==> src/rtl/ifid_hazard_stage_pkg.sv <==
// ---------------------------------------------------------------------------
// ifid_hazard_stage_pkg
// Shared types and constants for the IF/ID hazard stage: opcode values,
// instruction field positions, the default NOP word and the decoded
// source-field payload handed to the hazard detector.
// ---------------------------------------------------------------------------
package ifid_hazard_stage_pkg;

    localparam int unsigned XLEN              = 32;
    localparam int unsigned REG_W             = 5;
    localparam int unsigned OP_W              = 6;
    localparam int unsigned DEF_COUNT_WIDTH   = 16;

    // Instruction field slice positions
    localparam int unsigned OP_MSB = 31;
    localparam int unsigned OP_LSB = 26;
    localparam int unsigned RS_MSB = 25;
    localparam int unsigned RS_LSB = 21;
    localparam int unsigned RT_MSB = 20;
    localparam int unsigned RT_LSB = 16;

    typedef logic [XLEN-1:0]  word_t;
    typedef logic [OP_W-1:0]  opcode_t;
    typedef logic [REG_W-1:0] reg_idx_t;

    // Opcodes whose rt field is a source operand
    localparam opcode_t OP_RTYPE = 6'h00;
    localparam opcode_t OP_BEQ   = 6'h04;
    localparam opcode_t OP_BNE   = 6'h05;
    localparam opcode_t OP_SW    = 6'h2B;

    // Word loaded into IF/ID on reset or flush
    localparam word_t NOP_WORD_DEFAULT = 32'h0000_0000;

    // Source-operand view of the instruction held in IF/ID
    typedef struct packed {
        opcode_t  opcode;
        reg_idx_t rs;
        reg_idx_t rt;
    } src_fields_t;

    // True when the opcode reads rt as a source register
    function automatic logic uses_rt(input opcode_t op);
        return (op == OP_RTYPE) || (op == OP_BEQ) ||
               (op == OP_BNE)   || (op == OP_SW);
    endfunction

endpackage : ifid_hazard_stage_pkg

==> src/rtl/ifid_hazard_stage_if.sv <==
// ---------------------------------------------------------------------------
// ifid_hazard_stage_if
// Bundle between fetch/EX feedback and the IF/ID hazard stage.
//   master : fetch side, drives PC+4, instruction and ID/EX/EX feedback,
//            receives the IF/ID contents, PC enable, bubble and counters.
//   slave  : the IF/ID hazard stage itself.
// ---------------------------------------------------------------------------
interface ifid_hazard_stage_if
    import ifid_hazard_stage_pkg::*;
#(
    parameter int unsigned COUNT_WIDTH = DEF_COUNT_WIDTH
) ();

    // Fetch / pipeline feedback into the stage
    word_t                  pc_plus4_i;
    word_t                  instruction_i;
    logic                   idex_mem_read_i;
    reg_idx_t               idex_write_register_i;
    logic                   branch_taken_i;
    logic                   jmp_i;

    // Stage outputs
    word_t                  pc_o;
    word_t                  instruction_o;
    logic                   ifid_valid_o;
    logic                   pc_write_o;
    logic                   idex_bubble_o;
    logic [COUNT_WIDTH-1:0] stall_count_o;
    logic [COUNT_WIDTH-1:0] flush_count_o;

    modport master (
        output pc_plus4_i,
        output instruction_i,
        output idex_mem_read_i,
        output idex_write_register_i,
        output branch_taken_i,
        output jmp_i,
        input  pc_o,
        input  instruction_o,
        input  ifid_valid_o,
        input  pc_write_o,
        input  idex_bubble_o,
        input  stall_count_o,
        input  flush_count_o
    );

    modport slave (
        input  pc_plus4_i,
        input  instruction_i,
        input  idex_mem_read_i,
        input  idex_write_register_i,
        input  branch_taken_i,
        input  jmp_i,
        output pc_o,
        output instruction_o,
        output ifid_valid_o,
        output pc_write_o,
        output idex_bubble_o,
        output stall_count_o,
        output flush_count_o
    );

endinterface : ifid_hazard_stage_if

==> src/rtl/ifid_hazard_stage_hazard_detect_unit.sv <==
// ---------------------------------------------------------------------------
// hazard_detect_unit
// Combinational load-use detector. Flags when the instruction in IF/ID
// reads a register that the load currently in ID/EX has yet to write.
//   i_fields              : opcode/rs/rt of the IF/ID instruction
//   i_ifid_valid          : IF/ID holds a real instruction
//   i_idex_mem_read       : ID/EX instruction is a load
//   i_idex_write_register : ID/EX destination register
//   o_load_use            : stall required this cycle
// ---------------------------------------------------------------------------
module hazard_detect_unit
    import ifid_hazard_stage_pkg::*;
(
    input  src_fields_t i_fields,
    input  logic        i_ifid_valid,
    input  logic        i_idex_mem_read,
    input  reg_idx_t    i_idex_write_register,
    output logic        o_load_use
);

    logic w_dest_nonzero;
    logic w_rs_match;
    logic w_rt_match;

    // $0 is hard-wired, so a load targeting it never creates a dependency
    assign w_dest_nonzero = (i_idex_write_register != '0);
    assign w_rs_match     = (i_idex_write_register == i_fields.rs);
    // rt is a destination for I-type loads/ALU ops; only match it when read
    assign w_rt_match     = uses_rt(i_fields.opcode) &&
                            (i_idex_write_register == i_fields.rt);

    assign o_load_use = i_ifid_valid & i_idex_mem_read & w_dest_nonzero &
                        (w_rs_match | w_rt_match);

endmodule : hazard_detect_unit

==> src/rtl/ifid_hazard_stage.sv <==
// ---------------------------------------------------------------------------
// ifid_hazard_stage
// IF/ID pipeline register with load-use stall and EX-resolved flush.
//   clk    : rising-edge clock
//   reset  : asynchronous active-low reset
//   bus    : slave side of ifid_hazard_stage_if
//            in : pc_plus4_i, instruction_i, idex_mem_read_i,
//                 idex_write_register_i, branch_taken_i, jmp_i
//            out: pc_o, instruction_o, ifid_valid_o (registered),
//                 pc_write_o, idex_bubble_o (same-cycle),
//                 stall_count_o, flush_count_o (registered, saturating)
// ---------------------------------------------------------------------------
module ifid_hazard_stage
    import ifid_hazard_stage_pkg::*;
#(
    parameter word_t       NOP_WORD    = NOP_WORD_DEFAULT,
    parameter int unsigned COUNT_WIDTH = DEF_COUNT_WIDTH
) (
    input  logic                clk,
    input  logic                reset,
    ifid_hazard_stage_if.slave  bus
);

    localparam logic [COUNT_WIDTH-1:0] COUNT_MAX = '1;

    word_t                  r_pc;
    word_t                  r_instruction;
    logic                   r_valid;
    logic [COUNT_WIDTH-1:0] r_stall_count;
    logic [COUNT_WIDTH-1:0] r_flush_count;

    src_fields_t            w_fields;
    logic                   w_load_use;
    logic                   w_flush;
    logic                   w_stall_event;

    // Source operands of the instruction currently in IF/ID
    assign w_fields.opcode = r_instruction[OP_MSB:OP_LSB];
    assign w_fields.rs     = r_instruction[RS_MSB:RS_LSB];
    assign w_fields.rt     = r_instruction[RT_MSB:RT_LSB];

    hazard_detect_unit u_hazard_detect (
        .i_fields              (w_fields),
        .i_ifid_valid          (r_valid),
        .i_idex_mem_read       (bus.idex_mem_read_i),
        .i_idex_write_register (bus.idex_write_register_i),
        .o_load_use            (w_load_use)
    );

    assign w_flush       = bus.branch_taken_i | bus.jmp_i;
    // A flush discards the dependent instruction, so it is not a stall
    assign w_stall_event = w_load_use & ~w_flush;

    // Same-cycle control back to fetch and ID/EX
    assign bus.pc_write_o    = ~w_load_use | w_flush;
    assign bus.idex_bubble_o = w_load_use | w_flush;

    // IF/ID register: flush > load-use hold > advance
    always_ff @(posedge clk or negedge reset) begin
        if (!reset) begin
            r_pc          <= '0;
            r_instruction <= NOP_WORD;
            r_valid       <= 1'b0;
        end else if (w_flush) begin
            r_pc          <= '0;
            r_instruction <= NOP_WORD;
            r_valid       <= 1'b0;
        end else if (!w_load_use) begin
            r_pc          <= bus.pc_plus4_i;
            r_instruction <= bus.instruction_i;
            r_valid       <= 1'b1;
        end
    end

    // Saturating debug event counters
    always_ff @(posedge clk or negedge reset) begin
        if (!reset) begin
            r_stall_count <= '0;
            r_flush_count <= '0;
        end else begin
            if (w_stall_event && (r_stall_count != COUNT_MAX)) begin
                r_stall_count <= r_stall_count + COUNT_WIDTH'(1);
            end
            if (w_flush && (r_flush_count != COUNT_MAX)) begin
                r_flush_count <= r_flush_count + COUNT_WIDTH'(1);
            end
        end
    end

    assign bus.pc_o          = r_pc;
    assign bus.instruction_o = r_instruction;
    assign bus.ifid_valid_o  = r_valid;
    assign bus.stall_count_o = r_stall_count;
    assign bus.flush_count_o = r_flush_count;

endmodule : ifid_hazard_stage

==> src/flat_wrapper.sv <==
// flat-port wrapper written by rule: the top's interface ports become plain ports
module ifid_hazard_stage_flat import ifid_hazard_stage_pkg::*;
#(
    parameter word_t       NOP_WORD    = NOP_WORD_DEFAULT,
    parameter int unsigned COUNT_WIDTH = DEF_COUNT_WIDTH
)
  (clk, reset, bus_pc_plus4_i, bus_instruction_i, bus_idex_mem_read_i, bus_idex_write_register_i, bus_branch_taken_i, bus_jmp_i, bus_pc_o, bus_instruction_o, bus_ifid_valid_o, bus_pc_write_o, bus_idex_bubble_o, bus_stall_count_o, bus_flush_count_o);
  ifid_hazard_stage_if #(.COUNT_WIDTH(COUNT_WIDTH)) bus_i ();
  input  logic clk;
  input  logic reset;
  input wire logic [$bits(bus_i.pc_plus4_i)-1:0] bus_pc_plus4_i;
  input wire logic [$bits(bus_i.instruction_i)-1:0] bus_instruction_i;
  input wire logic [$bits(bus_i.idex_mem_read_i)-1:0] bus_idex_mem_read_i;
  input wire logic [$bits(bus_i.idex_write_register_i)-1:0] bus_idex_write_register_i;
  input wire logic [$bits(bus_i.branch_taken_i)-1:0] bus_branch_taken_i;
  input wire logic [$bits(bus_i.jmp_i)-1:0] bus_jmp_i;
  output wire logic [$bits(bus_i.pc_o)-1:0] bus_pc_o;
  output wire logic [$bits(bus_i.instruction_o)-1:0] bus_instruction_o;
  output wire logic [$bits(bus_i.ifid_valid_o)-1:0] bus_ifid_valid_o;
  output wire logic [$bits(bus_i.pc_write_o)-1:0] bus_pc_write_o;
  output wire logic [$bits(bus_i.idex_bubble_o)-1:0] bus_idex_bubble_o;
  output wire logic [$bits(bus_i.stall_count_o)-1:0] bus_stall_count_o;
  output wire logic [$bits(bus_i.flush_count_o)-1:0] bus_flush_count_o;
  assign bus_i.pc_plus4_i = bus_pc_plus4_i;
  assign bus_i.instruction_i = bus_instruction_i;
  assign bus_i.idex_mem_read_i = bus_idex_mem_read_i;
  assign bus_i.idex_write_register_i = bus_idex_write_register_i;
  assign bus_i.branch_taken_i = bus_branch_taken_i;
  assign bus_i.jmp_i = bus_jmp_i;
  assign bus_pc_o = bus_i.pc_o;
  assign bus_instruction_o = bus_i.instruction_o;
  assign bus_ifid_valid_o = bus_i.ifid_valid_o;
  assign bus_pc_write_o = bus_i.pc_write_o;
  assign bus_idex_bubble_o = bus_i.idex_bubble_o;
  assign bus_stall_count_o = bus_i.stall_count_o;
  assign bus_flush_count_o = bus_i.flush_count_o;
  ifid_hazard_stage #(.NOP_WORD(NOP_WORD), .COUNT_WIDTH(COUNT_WIDTH)) u_core (.clk(clk), .reset(reset), .bus(bus_i));
endmodule
==> config.mk <==
export PLATFORM = sky130hd
export DESIGN_NAME = ifid_hazard_stage_flat
export DESIGN_NICKNAME = d
export VERILOG_FILES = /design/src/rtl/ifid_hazard_stage_pkg.sv /design/src/rtl/ifid_hazard_stage_if.sv /design/src/rtl/ifid_hazard_stage_hazard_detect_unit.sv /design/src/rtl/ifid_hazard_stage.sv /design/src/flat_wrapper.sv
export SDC_FILE = /design/constraint.sdc
export NUM_CORES = 1
export LEC_CHECK = 0
export ABC_AREA = 1
export BUFFER_PORTS_ARGS = -buffer_cell sky130_fd_sc_hd__buf_2
export CAP_MARGIN = 20
export CELL_PAD_IN_SITES_DETAIL_PLACEMENT = 1
export CELL_PAD_IN_SITES_GLOBAL_PLACEMENT = 2
export CORE_ASPECT_RATIO = 1.25
export CORE_UTILIZATION = 27
export DETAILED_ROUTE_END_ITERATION = 8
export PLACE_DENSITY_LB_ADDON = 0.1
export SETUP_SLACK_MARGIN = 0.5
export SLEW_MARGIN = 25
export SYNTH_ARGS = -nofsm -noshare
export SYNTH_HDL_FRONTEND = slang
export SYNTH_HIERARCHICAL = 1
export SYNTH_SLANG_ARGS = --single-unit
==> constraint.sdc <==
create_clock -name clk -period 2.1 [get_ports clk]
set_input_delay 0.105 -clock clk [delete_from_list [all_inputs] [get_ports clk]]
set_output_delay 0.105 -clock clk [all_outputs]
set_load 0.03 [all_outputs]
==> impl_metrics.csv, run 1 <==
group,metric,value,unit
status,status,"finished clean",
setup_path,path_delay_family,"simple AND/OR/NAND/NOR gates",
power_and_ir_drop,leakagePower,4.07,nW
routing,wl_per_cell,16.1,um
clocking,cts_htree_levels,3,
routing,drtIter0Drc,161,
yosys,ys_warn_count,6,
grt,grt.total_usage,19.3,%
routing,vias,5185,
place,dpl.hpwl,11.7,mm
place,post_dp_cell_area,6020,um^2
clocking,clkLatencyLatePin,0.35,ns
die,start_util,27.8,%
clocking,clock_path_buffers,2,
routing,drcViolationCount,0,
power_and_ir_drop,total_power,4.98,mW
setup_path,cp.required,2.00,ns
place,dpl.cell_count,1026,
clocking,cts_sinks,97,
yosys,syn_inst,646,
place,gp_congestion,0.765,
timing,fin_skew,0.00546,ns
place,portBuffers,172,
yosys,synth_top_family_by_area,"simple AND/OR/NAND/NOR gates",
hold_path,min_path_cells,3,
yosys,synth_compound_area_share,1.49,%
timing,period_needed,1.88,ns
timing,worst_pin_slew,0.452,ns
timing,max_clock_freq,531,MHz
hold_path,hp-start,"bus_instruction_i[22]",
yosys,syn-num-nets,722,
finish,final_cells,1132,
setup_path,reg2reg_to,"u_core/bus.stall_count_o[12]",
setup_path,reg2reg_depth,14,
finish,syn2layout_area_growth,55.3,%
finish,stdcell_area,7580,um^2
yosys,synth_cell_types,27,
yosys,synthAdderAreaFrac,0.513,%
die,boundaryPins,173,
yosys,synth_mux_area_share,0,%
die,die_h,152,um
setup_path,crit_slowest_cell,"dfrtp_2",
die,fp.coreArea,17600,um^2
setup_path,reg2reg_from,"u_core/bus.instruction_o[26]",
timing,finalSetupViolCount,0,
setup_path,timing.reg2reg.setup_slack,0.24,ns
grt,antenna_found_initial,0,
finish,antenna_cells,0,
setup_path,path_cells,"inv_1 > nor2_2 > nand2_1 > nand2_1 > nand3_1 > nor2_1 > nor2_1 > nor2_2 > buf_6 > inv_6 > nand2_4 > buf_6",
yosys,yosys.area_share.xor_xnor,2.15,%
yosys,yosysSeqAreaShare,49.7,%
power_and_ir_drop,ir_drop,0.567,mV
routing,wl,18.2,mm
timing,fin_crit_sh,89.8,%
finish,layout.nets,979,
timing,maxSlewViolCount,0,
die,row_count,54,
timing,rsz0062_at_grt,"true",
yosys,syn-cell-area,4880,um^2
grt,first_global_vias,5385,
clocking,root_buffer,"clkbuf_16",
timing,holdWs,0.0291,ns
clocking,cts_tree,"built",
timing,relSlewSlack,69.9,%
job,maxCapViolations,0,
setup_path,crit_path_max_fanout,4,
setup_path,critPathKind,"flop to primary output",
grt,grt_max_degree,50,
setup_path,crit_buf_inv,4,
setup_path,cp_data_arrival_time,1.78,ns
grt,grt_remaining_overflow,0,
timing,fin_setup_tns,0,ns
routing,drt_pass1_iterations,4,
routing,ant_nets,0,
clocking,clk_pin_slew,0.07,ns
hold_path,hold_path_end,"u_core/bus.instruction_o[22]",
die,die_area,18600,um^2
timing,final_hold_viol_count,0,
yosys,syn_area_per_cell,7.56,um^2
hold_path,hold_path_class,"input port to flop",
power_and_ir_drop,p_per_area,657,nW/um^2
clocking,cts_made_buffers,9,
yosys,yosys.area_share.simple,39.8,%
yosys,synth-seq-cells,97,
die,die_x,122,um
finish,drive_gt1_share,34.1,%
routing,routed_via_density,4.58,
setup_path,crit_path_start_kind,"flop",
setup_path,endpoint_kind,"primary output",
setup_path,slowest_delay,0.40,ns
grt,grt_pass1_wl,28.0,mm
[worst max-delay path by stage]
stage	slack, ns	cells after the start	end	from
detailed placement	0.16	13	u_core/bus.stall_count_o[12]	u_core/bus.instruction_o[28]
finish	0.22	12	bus_idex_bubble_o	u_core/bus.instruction_o[26]
global placement	0.23	13	u_core/bus.stall_count_o[12]	u_core/bus.instruction_o[28]
CTS	0.22	9	bus_pc_write_o	u_core/bus.instruction_o[28]
floorplan	0.34	13	u_core/bus.stall_count_o[12]	u_core/bus.instruction_o[27]
global route	0.08	13	u_core/bus.stall_count_o[12]	u_core/bus.instruction_o[16]
[synthesized netlist by cell type, drive strengths merged]
library cell | count | share of area (%)
a21oi | 1 | 0.10
and3 | 1 | 0.13
buf | 13 | 2.3
clkbuf | 12 | 0.92
dfrtp | 97 | 50
ha | 2 | 0.51
inv | 41 | 3.2
nand2 | 310 | 24
nand3 | 75 | 7.8
nand3b | 4 | 0.62
nand4 | 12 | 1.5
nor2 | 49 | 4.8
nor3 | 4 | 0.41
o211ai | 1 | 0.15
o21ai | 12 | 1.2
xnor2 | 10 | 1.8
xor2 | 2 | 0.36
[worst register-to-register path, delay by kind of cell (launching register included)]
family,cells,cell delay (ns)
DFF,1,0.40
and+or+nand+nor,12,1.14
buffers and inverters,2,0.20
[repair_timing]
action,in CTS,in global routing
cloned,4,6
hold buffers,64,0
endpoints found under the setup margin,98,98
endpoints found under the hold margin,91,0
pin swaps,14,16
gates resized for setup,30,41
buffers inserted,9,7
[layout by cell type, fill, tap and decap left out, types with 2 or more instances in the layout]
cell / instances
nor3_1: 4
buf_12: 4
nand4_1: 12
nand3_1: 68
o21ai_0: 9
o21ai_1: 3
buf_16: 6
buf_6: 5
inv_1: 30
dfrtp_1: 80
nor2_1: 36
nand3_2: 7
nand2_2: 28
inv_2: 9
bufinv_16: 2
nand2_4: 10
buf_4: 17
dlygate4sd3_1: 64
xor2_1: 2
buf_2: 169
nor2_4: 6
xnor2_1: 10
nand2_1: 273
nand3b_1: 4
clkbuf_16: 13
nor2_2: 7
dfrtp_2: 17
inv_6: 3
[cell families after synthesis]
kind of cell               after synthesis
AOI/OAI and AO/OA                       14
xor gates and xnor gates                12
adders and majority gates                2
buffers and inverters                   66
DFF                                     97
and+or+nand+nor                        455
[registers in the layout, indices dropped and copies added (netlist names)]
name                      flops
u_core/bus.ifid_valid_o       1
u_core/bus.pc_o              32
u_core/bus.instruction_o     32
u_core/bus.stall_count_o     16
u_core/bus.flush_count_o     16
[area by class of cell]
cell class,count,area [um^2]
clock buffers,10,239
fillers,2178,9990
repair buffers,270,2030
inverters,41,164
clock inverters,6,96.3
flip-flops and latches,97,2450
well taps,224,280
multi-input cells,484,2320
[where the power goes]
group	switching, mW	internal [mW]
registers	0.137	1.98
clock network	0.812	1.10
logic	0.582	0.366
[metal layers]
metal	global-route usage (%)	wire length, um	vias to the layer above
met4	6.39	256	0
li1	-	-	2536
met2	34.7	9400	113
met1	23.1	7870	2520
met5	0	0	-
met3	2.69	685	16
[per-stage QoR]
step,utilization [%],setup WS (ns)
6_report,43.1,0.215
5_1_grt,43.1,0.0816
4_1_cts,41.5,0.223
3_5_place_dp,34.2,0.165
3_3_place_gp,34.2,0.227
2_1_floorplan,-,0.342
No activity file was read; power rests on OpenSTA's default activity.
==> inputs of run 2 (changes only) <==
--- a/config.mk
+++ b/config.mk
@@ -13,9 +13,10 @@
 export CORE_ASPECT_RATIO = 1.25
 export CORE_UTILIZATION = 27
 export DETAILED_ROUTE_END_ITERATION = 8
+export GPL_TIMING_DRIVEN = 0
 export PLACE_DENSITY_LB_ADDON = 0.1
 export SETUP_SLACK_MARGIN = 0.5
-export SLEW_MARGIN = 25
+export SLEW_MARGIN = 15
 export SYNTH_ARGS = -nofsm -noshare
 export SYNTH_HDL_FRONTEND = slang
 export SYNTH_HIERARCHICAL = 1
==> run 2 against run 1 <==
Compared with the run above: worst setup slack better by 0.0058 ns; sequential power hardly changed; sequential cell count stayed put; sequential share of layout area is 1.2 points higher; final area is 3.6% lower; combinational power is 0.4% lower; register-to-register slack hardly changed; count of clock-buffer cells in the layout stayed put.
==> impl_metrics.csv, run 2 (synthesis results as in run 1) <==
group,metric,value,unit
die,start_util,27.8,%
routing,drtIter0Drc,158,
setup_path,crit_slowest_cell,"dfrtp_2",
timing,holdWs,0.00896,ns
power_and_ir_drop,pwr-share-clk,34.4,%
setup_path,endpoint_kind,"primary output",
routing,wl,17.2,mm
routing,vias,5176,
clocking,clkLatencyLatePin,0.36,ns
clocking,clock_path_buffers,2,
timing,fin_skew,0.0113,ns
grt,grt_pass1_wl,28.7,mm
timing,relSlewSlack,64.7,%
setup_path,crit_path_max_fanout,5,
setup_path,path_delay_family,"simple AND/OR/NAND/NOR gates",
finish,final_common_cell,"nand2_1",
grt,antenna_found_initial,0,
status,status,"finished clean",
finish,syn2layout_area_growth,49.7,%
die,die_x,122,um
setup_path,cp_data_arrival_time,1.77,ns
setup_path,crit_buf_inv,2,
routing,ant_nets,0,
finish,final_cells,1133,
setup_path,slowest_delay,0.43,ns
setup_path,path_cells,"nand2_2 > nand2_1 > nor2_2 > nand2_1 > nor2_1 > nor2_1 > nor2_2 > buf_4 > nand2_8 > buf_6",
setup_path,crit_path_start_kind,"flop",
power_and_ir_drop,p_per_area,639,nW/um^2
job,maxCapViolations,0,
routing,drcViolationCount,0,
clocking,cts_made_buffers,9,
die,die_area,18600,um^2
die,die_h,152,um
routing,wl_per_cell,15.2,um
routing,drt_pass1_iterations,4,
die,boundaryPins,173,
setup_path,critPathKind,"flop to primary output",
finish,layout.nets,981,
power_and_ir_drop,swShare,31.7,%
grt,grt_remaining_overflow,0,
die,row_count,54,
timing,max_clock_freq,532,MHz
die,fp.coreArea,17600,um^2
finish,drive_gt1_share,31.0,%
power_and_ir_drop,seqPwrFrac,45.4,%
clocking,root_buffer,"clkbuf_16",
timing,final_hold_viol_count,0,
grt,grt.total_usage,19.7,%
timing,fin_crit_sh,89.5,%
grt,first_global_vias,5736,
place,dpl.cell_count,1043,
timing,fin_setup_tns,0,ns
clocking,clk_pin_slew,0.07,ns
power_and_ir_drop,leakagePower,3.88,nW
finish,antenna_cells,0,
place,portBuffers,172,
hold_path,hold_path_class,"input port to flop",
power_and_ir_drop,pwr-share-comb,20.2,%
clocking,cts_tree,"built",
power_and_ir_drop,total_power,4.67,mW
place,dpl.hpwl,12.5,mm
clocking,cts_htree_levels,3,
power_and_ir_drop,power.internal,3.19,mW
place,gp_congestion,0.760,
setup_path,cp.required,2.00,ns
power_and_ir_drop,p_sw,1.48,mW
timing,worst_pin_slew,0.529,ns
timing,maxSlewViolCount,0,
grt,grt_max_degree,58,
finish,final_cell_mix,"nand2_1 (294), buf_2 (169), dfrtp_1 (79)",
timing,period_needed,1.88,ns
timing,finalSetupViolCount,0,
timing,rsz0062_at_grt,"true",
power_and_ir_drop,ir_drop,0.435,mV
routing,routed_via_density,4.57,
clocking,cts_sinks,97,
==> run 2: changes by cell type in the layout (fill, tap and decap cells not counted), moves of 6 or more <==
cell and change:
buf_8 +7, clkbuf_1 +6, nand2_1 +21, nand2_2 -16, nand2_4 -8, nand3_1 +6, nand3_2 -6
==> run 2: through the flow <==
stage | util [%] | cell area [um^2] | setup WS, ns
after detailed placement | 34.9 | 6120 | 0.0829
after floorplan | - | 4950 | 0.342
final | 41.6 | 7310 | 0.221
after CTS | 41.4 | 7270 | 0.179
after global placement | 34.7 | 6090 | -0.498
after global routing | 41.6 | 7310 | 0.0558
==> run 2: power groups by stage <==
| stage | Combinational (mW) | Clock [mW] | Sequential, mW |
|---|---|---|---|
| 5_1_grt | 1.04 | 1.74 | 2.14 |
| 3_5_place_dp | 0.822 | 0 | 2.15 |
| 3_3_place_gp | 0.793 | 0 | 2.15 |
| 6_report | 0.944 | 1.61 | 2.12 |
| 2_1_floorplan | 0.267 | 0 | 2.36 |
| 4_1_cts | 0.960 | 1.68 | 2.12 |
==> run 2: layer usage <==
layer  GRT usage, %  share of wire (%)  vias up
met2           35.0                 51      119
met5              0                  0        -
li1               -                  -     2548
met1           23.0                 42     2480
met3           3.03                4.2       29
met4           8.42                2.8        0
==> run 2: final timing paths <==
path / from / endpoint / slack, ns / cells past startpoint
worst max-delay path: u_core/bus.instruction_o[20] / bus_pc_write_o / 0.22 / 10
worst min-delay path: bus_pc_plus4_i[13] / u_core/bus.pc_o[13] / 0.009 / 3
worst max register to register: u_core/bus.instruction_o[20] / u_core/bus.pc_o[23] / 0.24 / 14
worst min register to register: u_core/bus.instruction_o[3] / u_core/bus.instruction_o[3] / 0.47 / 2
max in group asynchronous: reset / u_core/bus.flush_count_o[0] / 1.21 / 3
min in group asynchronous: reset / u_core/bus.instruction_o[7] / 0.23 / 2
==> run 2: cell type report <==
cell class              count  area [um^2]
fillers                  2196        10300
flip-flops and latches     97         2450
multi-input cells         483         2240
repair buffers            248         1650
well taps                 224          280
plain buffers              25          253
clock buffers              10          239
inverters                  41          159
clock inverters             5         38.8
==> run 2: repair_timing <==
| item | in CTS | in global routing |
|---|---|---|
| hold buffers | 62 | 0 |
| pin swaps | 7 | 4 |
| buffers inserted | 12 | 0 |
| hold endpoints to repair | 101 | 0 |
| endpoints found under the setup margin | 94 | 92 |
| gates resized for setup | 38 | 12 |
| gates cloned | 1 | 0 |
==> run 2: worst min-delay path, stage by stage <==
cell	delay (ns)
buf_2	0.08
nand3_1	0.07
nand2_1	0.07
